$ cat config.mk
export PLATFORM = sky130hd
export DESIGN_NAME = io_periph_bank
export DESIGN_NICKNAME = d
export VERILOG_FILES = /design/src/rtl/io_periph_bank.sv
export SDC_FILE = /design/constraint.sdc
export NUM_CORES = 1
export LEC_CHECK = 0
export CAP_MARGIN = 25
export CORE_MARGIN = 2
export CORE_UTILIZATION = 40
export CTS_CLUSTER_DIAMETER = 60
export DETAILED_ROUTE_END_ITERATION = 10
export GPL_TIMING_DRIVEN = 0
export PLACE_DENSITY_LB_ADDON = 0.2
export SLEW_MARGIN = 30
export SYNTH_ARGS = -nofsm -noshare
export SYNTH_HDL_FRONTEND = slang
export SYNTH_SLANG_ARGS = --single-unit
$ cat constraint.sdc
create_clock -name clk_i -period 4.3 [get_ports clk_i]
set_input_delay 0.86 -clock clk_i [delete_from_list [all_inputs] [get_ports clk_i]]
set_output_delay 0.86 -clock clk_i [all_outputs]
set_load 0.01 [all_outputs]
$ cat src/rtl/io_periph_bank.sv
// rtl/io_periph_bank.sv - memory-mapped LED/LCD/HEX bank with debounced switches and change interrupt
// Optional macro IO_HEX_DECODE_EN: drive HEX outputs as active-low seven-segment patterns.
module io_periph_bank #(
    parameter int N_HEX        = 8,
    parameter int DEBOUNCE_CYC = 16,
    parameter int ADDR_W       = 12
) (
    input  logic                 clk_i,
    input  logic                 rst_ni,
    input  logic                 st_en_i,
    input  logic                 ld_en_i,
    input  logic [ADDR_W-1:0]    addr_i,
    input  logic [31:0]          wdata_i,
    input  logic [3:0]           be_i,
    output logic [31:0]          rdata_o,
    output logic                 rvalid_o,
    input  logic [31:0]          io_sw_i,
    output logic [31:0]          io_ledr_o,
    output logic [31:0]          io_ledg_o,
    output logic [31:0]          io_lcd_o,
    output logic [32*N_HEX-1:0]  io_hex_o,
    output logic                 sw_irq_o
);
    localparam int CW = $clog2(DEBOUNCE_CYC);
    localparam logic [CW-1:0] CNT_MAX = CW'(DEBOUNCE_CYC - 1);

    logic [31:0]       ledr, ledg, lcd, sw_db, sw_chg, sw_meta, sw_s, cand;
    logic [31:0]       hex_q [N_HEX];
    logic [CW-1:0]     cnt, cnt_inc;
    logic [ADDR_W-1:0] a;
    logic [3:0]        hex_k;
    logic              hit_ledr, hit_ledg, hit_lcd, hit_hex, hit_sw, hit_chg, accept;
    logic [31:0]       bmask, rd, new_chg, clr, chg_next;

    assign a        = {addr_i[ADDR_W-1:2], 2'b00};
    assign hit_ledr = (a == ADDR_W'('h000));
    assign hit_ledg = (a == ADDR_W'('h004));
    assign hit_lcd  = (a == ADDR_W'('h008));
    assign hit_sw   = (a == ADDR_W'('h080));
    assign hit_chg  = (a == ADDR_W'('h084));
    assign hit_hex  = (a >= ADDR_W'('h010)) && (a < ADDR_W'('h010 + 4 * N_HEX));
    assign hex_k    = 4'(a[6:2] - 5'd4);
    assign bmask    = {{8{be_i[3]}}, {8{be_i[2]}}, {8{be_i[1]}}, {8{be_i[0]}}};

    // cnt counts stable cycles including the one where cand was loaded, so a
    // clean step is accepted 2 + DEBOUNCE_CYC edges after it reaches the pins.
    assign cnt_inc  = (cnt == CNT_MAX) ? cnt : cnt + CW'(1);
    assign accept   = (sw_s == cand) && (cnt_inc == CNT_MAX) && (cand != sw_db);
    assign new_chg  = accept ? (cand ^ sw_db) : 32'h0;
    assign clr      = (st_en_i && hit_chg) ? (wdata_i & bmask) : 32'h0;
    assign chg_next = (sw_chg & ~clr) | new_chg;

    always_comb begin
        rd = 32'h0;
        if (hit_ledr) rd = ledr;
        if (hit_ledg) rd = ledg;
        if (hit_lcd)  rd = lcd;
        if (hit_sw)   rd = sw_db;
        if (hit_chg)  rd = sw_chg;
        for (int k = 0; k < N_HEX; k++)
            if (hit_hex && hex_k == 4'(k)) rd = hex_q[k];
    end

    always_ff @(posedge clk_i or negedge rst_ni) begin
        if (!rst_ni) begin
            ledr     <= '0;
            ledg     <= '0;
            lcd      <= '0;
            for (int k = 0; k < N_HEX; k++) hex_q[k] <= '0;
            rdata_o  <= '0;
            rvalid_o <= 1'b0;
        end else begin
            rvalid_o <= ld_en_i;
            if (ld_en_i) rdata_o <= rd;
            if (st_en_i) begin
                if (hit_ledr) ledr <= (ledr & ~bmask) | (wdata_i & bmask);
                if (hit_ledg) ledg <= (ledg & ~bmask) | (wdata_i & bmask);
                if (hit_lcd)  lcd  <= (lcd  & ~bmask) | (wdata_i & bmask);
                for (int k = 0; k < N_HEX; k++)
                    if (hit_hex && hex_k == 4'(k))
                        hex_q[k] <= (hex_q[k] & ~bmask) | (wdata_i & bmask);
            end
        end
    end

    always_ff @(posedge clk_i or negedge rst_ni) begin
        if (!rst_ni) begin
            sw_meta  <= '0;
            sw_s     <= '0;
            cand     <= '0;
            cnt      <= '0;
            sw_db    <= '0;
            sw_chg   <= '0;
            sw_irq_o <= 1'b0;
        end else begin
            sw_meta <= io_sw_i;
            sw_s    <= sw_meta;
            if (sw_s != cand) begin
                cand <= sw_s;
                cnt  <= '0;
            end else begin
                cnt  <= cnt_inc;
            end
            if (accept) sw_db <= cand;
            sw_chg   <= chg_next;
            sw_irq_o <= |chg_next;
        end
    end

`ifdef IO_HEX_DECODE_EN
    function automatic logic [6:0] seg7_n(input logic [3:0] v);
        case (v)
            4'h0: seg7_n = 7'h40;  4'h1: seg7_n = 7'h79;
            4'h2: seg7_n = 7'h24;  4'h3: seg7_n = 7'h30;
            4'h4: seg7_n = 7'h19;  4'h5: seg7_n = 7'h12;
            4'h6: seg7_n = 7'h02;  4'h7: seg7_n = 7'h78;
            4'h8: seg7_n = 7'h00;  4'h9: seg7_n = 7'h10;
            4'hA: seg7_n = 7'h08;  4'hB: seg7_n = 7'h03;
            4'hC: seg7_n = 7'h46;  4'hD: seg7_n = 7'h21;
            4'hE: seg7_n = 7'h06;  default: seg7_n = 7'h0E;
        endcase
    endfunction

    for (genvar g = 0; g < N_HEX; g++) begin : g_hex
        assign io_hex_o[32*g +: 32] = {25'b0, seg7_n(hex_q[g][3:0])};
    end
`else
    for (genvar g = 0; g < N_HEX; g++) begin : g_hex
        assign io_hex_o[32*g +: 32] = hex_q[g];
    end
`endif

    assign io_ledr_o = ledr;
    assign io_ledg_o = ledg;
    assign io_lcd_o  = lcd;
endmodule

* Yosys cells after proc, flatten, opt, wreduce, memory -nomap -nowiden *
Index checks and enable logic that the tools add are counted.
W data, S select, Z words.

word-level totals
  register bits = 550
  input port bits = 84
  output and inout bits = 386
  word-level logic and storage cells = 111

cells by class
  $add $sub $neg = 2
  order comparisons = 2
  eq/ne operators = 16
  multiplexer cells = 17
  bitwise logic cells = 28
  reduce and logical (&&, ||, !) cells = 26

operators with widths
  kind                   count
  $mux W32               15
  $and A32 B32 Y32       13
  $or A32 B32 Y32        12
  $ne A32 B32 Y1         2
  $not A32 Y32           2
  $eq A32 B32 Y1         1
  $reduce_or A32 Y1      1
  $xor A32 B32 Y32       1
  $reduce_and A2 Y1      11
  $eq A10 B6 Y1 const B  2
  $eq A4 B3 Y1 const B   4
  $ge A12 B5 Y1 const B  1
  $logic_and A1 B1 Y1    12
  $logic_not A12 Y1      1
  $lt A12 B6 Y1 const B  1
  $eq A10 B1 Y1 const B  1
  $eq A10 B2 Y1 const B  1
  $eq A4 B2 Y1 const B   2
  $eq A4 B4 Y1 const B   2
  $mux W4                2
  $add A4 B1 Y4 const B  1
  $eq A4 B1 Y1 const B   1
  $logic_not A4 Y1       1
  $sub A4 B3 Y4 const B  1

* Logic depth before layout (Yosys ltp) *
Gate-level depths: netlist (run 1).

  depth after elaboration = 14
  depth in mapped cells = 10

* Worst setup path after synthesis (run 1) *
OpenSTA, ideal clock, no wires.

  path type = input-to-reg
  start = in addr_i[7]
  end = reg (tool-made name)
  setup time = 0.125 ns
  arrival time = 2.689 ns
  data required time = 4.175 ns
  slack = 1.486 ns
  cell stages on the path = 7
  buffers on the path = 2
  cell sequence = buf_6 -> or4_4 -> buf_6 -> nor3_4 -> nand2_4 -> nor2_8 -> mux2_4

RTL lines
  element             RTL line  RTL
  start: declaration  12        input logic [ADDR_W-1:0] addr_i,

==> impl_metrics.py, run 1 <==
metrics = {
    "run_status": {
        "status": "completed",
    },
    "clock_tree": {
        "cts.sinks": 550,
        "clk_pin_slew_ps": 60,
        "cts_buffers": 60,
        "hold_buffers": 0,
        "post_cts_resized": 0,
        "h-tree-depth": 2,
        "cts_tree": "built",
        "clk_path_buf_depth": 3,
        "cts_setup_buffers": 0,
        "worst_skew_pair.late_latency_ps": 630,
        "cts-root-buf": "clkbuf_16",
    },
    "worst_setup_path": {
        "cp.required_ps": 4790,
        "critPathMaxFanout": 10,
        "reg2regPathDepth": 7,
        "r2r-start": "sw_db[29]$_DFFE_PN0N_",
        "crit_start": "addr_i[9]",
        "cp_slowest_cell": "nor2_1",
        "crit_type": "input port to flop",
        "cp-start-kind": "input port",
        "r2r_slack_ps": 1110,
        "critPathMaxStageDelay_ps": 880,
        "worst_setup_path_end_kind": "flop",
        "cp_cell_sequence": "clkdlybuf4s50_1, nor3_2, nand3_1, clkbuf_1, nor2_1, nand2_1, clkbuf_1, nand2_1, o21ai_0",
        "r2r-end": "sw_irq_o$_DFF_PN0_",
        "arrival_ps": 4730,
    },
    "layout": {
        "nFillCells": 5176,
        "drive_gt1_share_pct": 13.39,
        "design_area_mm2": 0.03177,
        "nets": 2717,
        "final_cells": 3460,
        "multi_input_area_mm2": 0.009238,
        "final_cell_mix": "dfrtp_1, clkdlybuf4s50_1, nand2_1",
        "layout.cells.most_common": "dfrtp_1",
        "ff_latch_area_mm2": 0.01376,
        "areaGrowthSynthToFinish_pct": 33.68,
    },
    "detailed_routing": {
        "firstDrtPassIters": 6,
        "routed-via-count": 20820,
        "drtIter0Drc": 2519,
        "post_drt_wl_per_cell_um": 30.70,
        "drtAntennaViolNets": 0,
        "drt-vias-per-instance": 6.017,
        "routed_wl_mm": 106.2,
        "drc": 0,
    },
    "timing": {
        "rsz0062_at_grt": "no",
        "post-route-period-util_pct": 98.49,
        "fmax_mhz": 236.1,
        "hold-worst-slack_ps": 141.0,
        "maxSlewViolCount": 0,
        "fin_crit_ps": 4235,
        "hold_viol_final": 0,
        "setup_viol": 0,
        "finClkSkew_ps": 19.52,
        "worstMarginPinSlew_ps": 1092,
        "relSlewSlack_pct": 27.18,
    },
    "place": {
        "dpl_cell_area_mm2": 0.02960,
        "port_buffers": 464,
        "dp_hpwl_mm": 80.64,
        "dpl.cell_count": 3343,
        "gp_congestion": 0.9480,
    },
    "floorplan": {
        "die_w_um": 247.8,
        "coreArea_mm2": 0.05891,
        "fp-row-count": 89,
        "die-area_mm2": 0.06138,
        "design.portCount": 470,
        "floorplan.initialDensity_pct": 40.35,
        "fp.dieH_um": 247.8,
    },
    "power": {
        "p_per_area_mw_per_mm2": 369.3,
        "irDropWorstVdd_mv": 0.2896,
        "p_leak_nw": 13.60,
    },
    "global_route": {
        "grt_usage_pct": 34.14,
        "grt_max_degree": 88,
        "grt_pass1_wl_mm": 147.5,
        "grt_pass1_vias": 20080,
        "antenna_found_initial": 11,
        "globalRouteOverflowTotal": 0,
    },
    "logic_synthesis": {
        "synth_edf_count": 0,
        "async_flop_share_pct": 100.0,
        "synth.distinct_cells": 74,
        "mappedNetlistArea_mm2": 0.02377,
        "synth_seq_area_share_pct": 57.91,
        "synth_ff_type": "dfrtp_1",
        "syn-instance-count": 2098,
        "avgSynthCellArea_um2": 11.33,
        "syn_nets": 2183,
        "yosys_warnings": 0,
        "ys_seq_elements": 550,
    },
    "hold_path": {
        "hold_class": "input port to async pin",
    },
    "flow_run": {
        "drv_cap": 0,
    },
}
-- synth_stat cells (28+ instances only) --
library cell	count	area share, %
mux2_4	32	2.0
nand2_1	282	4.5
o21ai_0	253	5.3
nand4_1	33	0.87
dfrtp_1	550	58
a21oi_1	41	0.86
inv_1	32	0.51
clkbuf_1	110	1.7
mux2_2	127	6.0
nor2_1	66	1.0
o21ai_1	60	1.3
xnor2_1	65	2.4
mux2_1	28	1.3
mux2i_1	47	2.0
-- layer usage --
metal  part of all wire [%]  track usage, %  wire, um  vias up
met5                  0.050               0        53        -
met2                     46           53.61     49080     1341
li1                       -               -         -     8631
met4                    5.8           17.96      6161        8
met1                     38           44.32     39960    10537
met3                     10           7.548     10970      303
-- power breakdown --
group / internal [W] / leakage (nW) / total, W / switching (W)
combinational: 0.000270 / 5.29 / 0.000768 / 0.000498
clock: 0.00336 / 1.05 / 0.00562 / 0.00226
sequential: 0.00526 / 7.26 / 0.00535 / 0.0000861
total: 0.00889 / 13.6 / 0.0117 / 0.00284
-- worst max-delay path: cells and delay by family --
family | cells | cell delay [ps]
and+or+nand+nor | 5 | 2490
AOI/OAI and AO/OA | 1 | 90
buffers and inverters | 3 | 1280
-- metrics by stage --
stage	util, %	total power [W]	setup slack (ps)	setup TNS [ps]
2_1_floorplan	-	0.005675	1486	0
3_3_place_gp	49.87	0.006172	-21710	-
3_5_place_dp	50.25	0.006193	-320.9	-4207
4_1_cts	53.89	0.01175	307.2	0
5_1_grt	53.93	0.01204	217.0	0
6_report	53.93	0.01173	64.97	0
-- cell families after synthesis --
family	share of synthesized area [%]
buf+inv	3.285
fa+ha+maj	0.05264
flops	57.91
mux	11.63
compound gates	15.06
simple gates	9.671
xor+xnor	2.395
-- worst min-delay path by stage --
stage | from | slack (ps) | to
3_5_place_dp | sw_meta[20]$_DFF_PN0_ | 330 | sw_s[20]$_DFF_PN0_
5_1_grt | rst_ni | 170 | sw_meta[16]$_DFF_PN0_
3_3_place_gp | sw_meta[30]$_DFF_PN0_ | 330 | sw_s[30]$_DFF_PN0_
2_1_floorplan | sw_meta[0]$_DFF_PN0_ | 330 | sw_s[0]$_DFF_PN0_
4_1_cts | rst_ni | 130 | sw_meta[16]$_DFF_PN0_
6_report | rst_ni | 140 | sw_meta[16]$_DFF_PN0_
-- layout make-up --
cell class                 count  area share, %
clock inverter                34          1.465
antenna                        6        0.04726
multi-input combinational   1364          29.08
clock buffer                  77          5.277
tap                          773          3.044
timing repair buffer         472          15.29
buffer                       151          2.091
sequential                   550          43.32
inverter                      33         0.3899
No activity file was read; power rests on OpenSTA's default activity.
==> run 2: changes to the inputs <==
- ABC_CLOCK_PERIOD_IN_PS: unset -> 4300
==> results of run 2 <==
Final layout, timing and power as in run 1 (identical DEF).
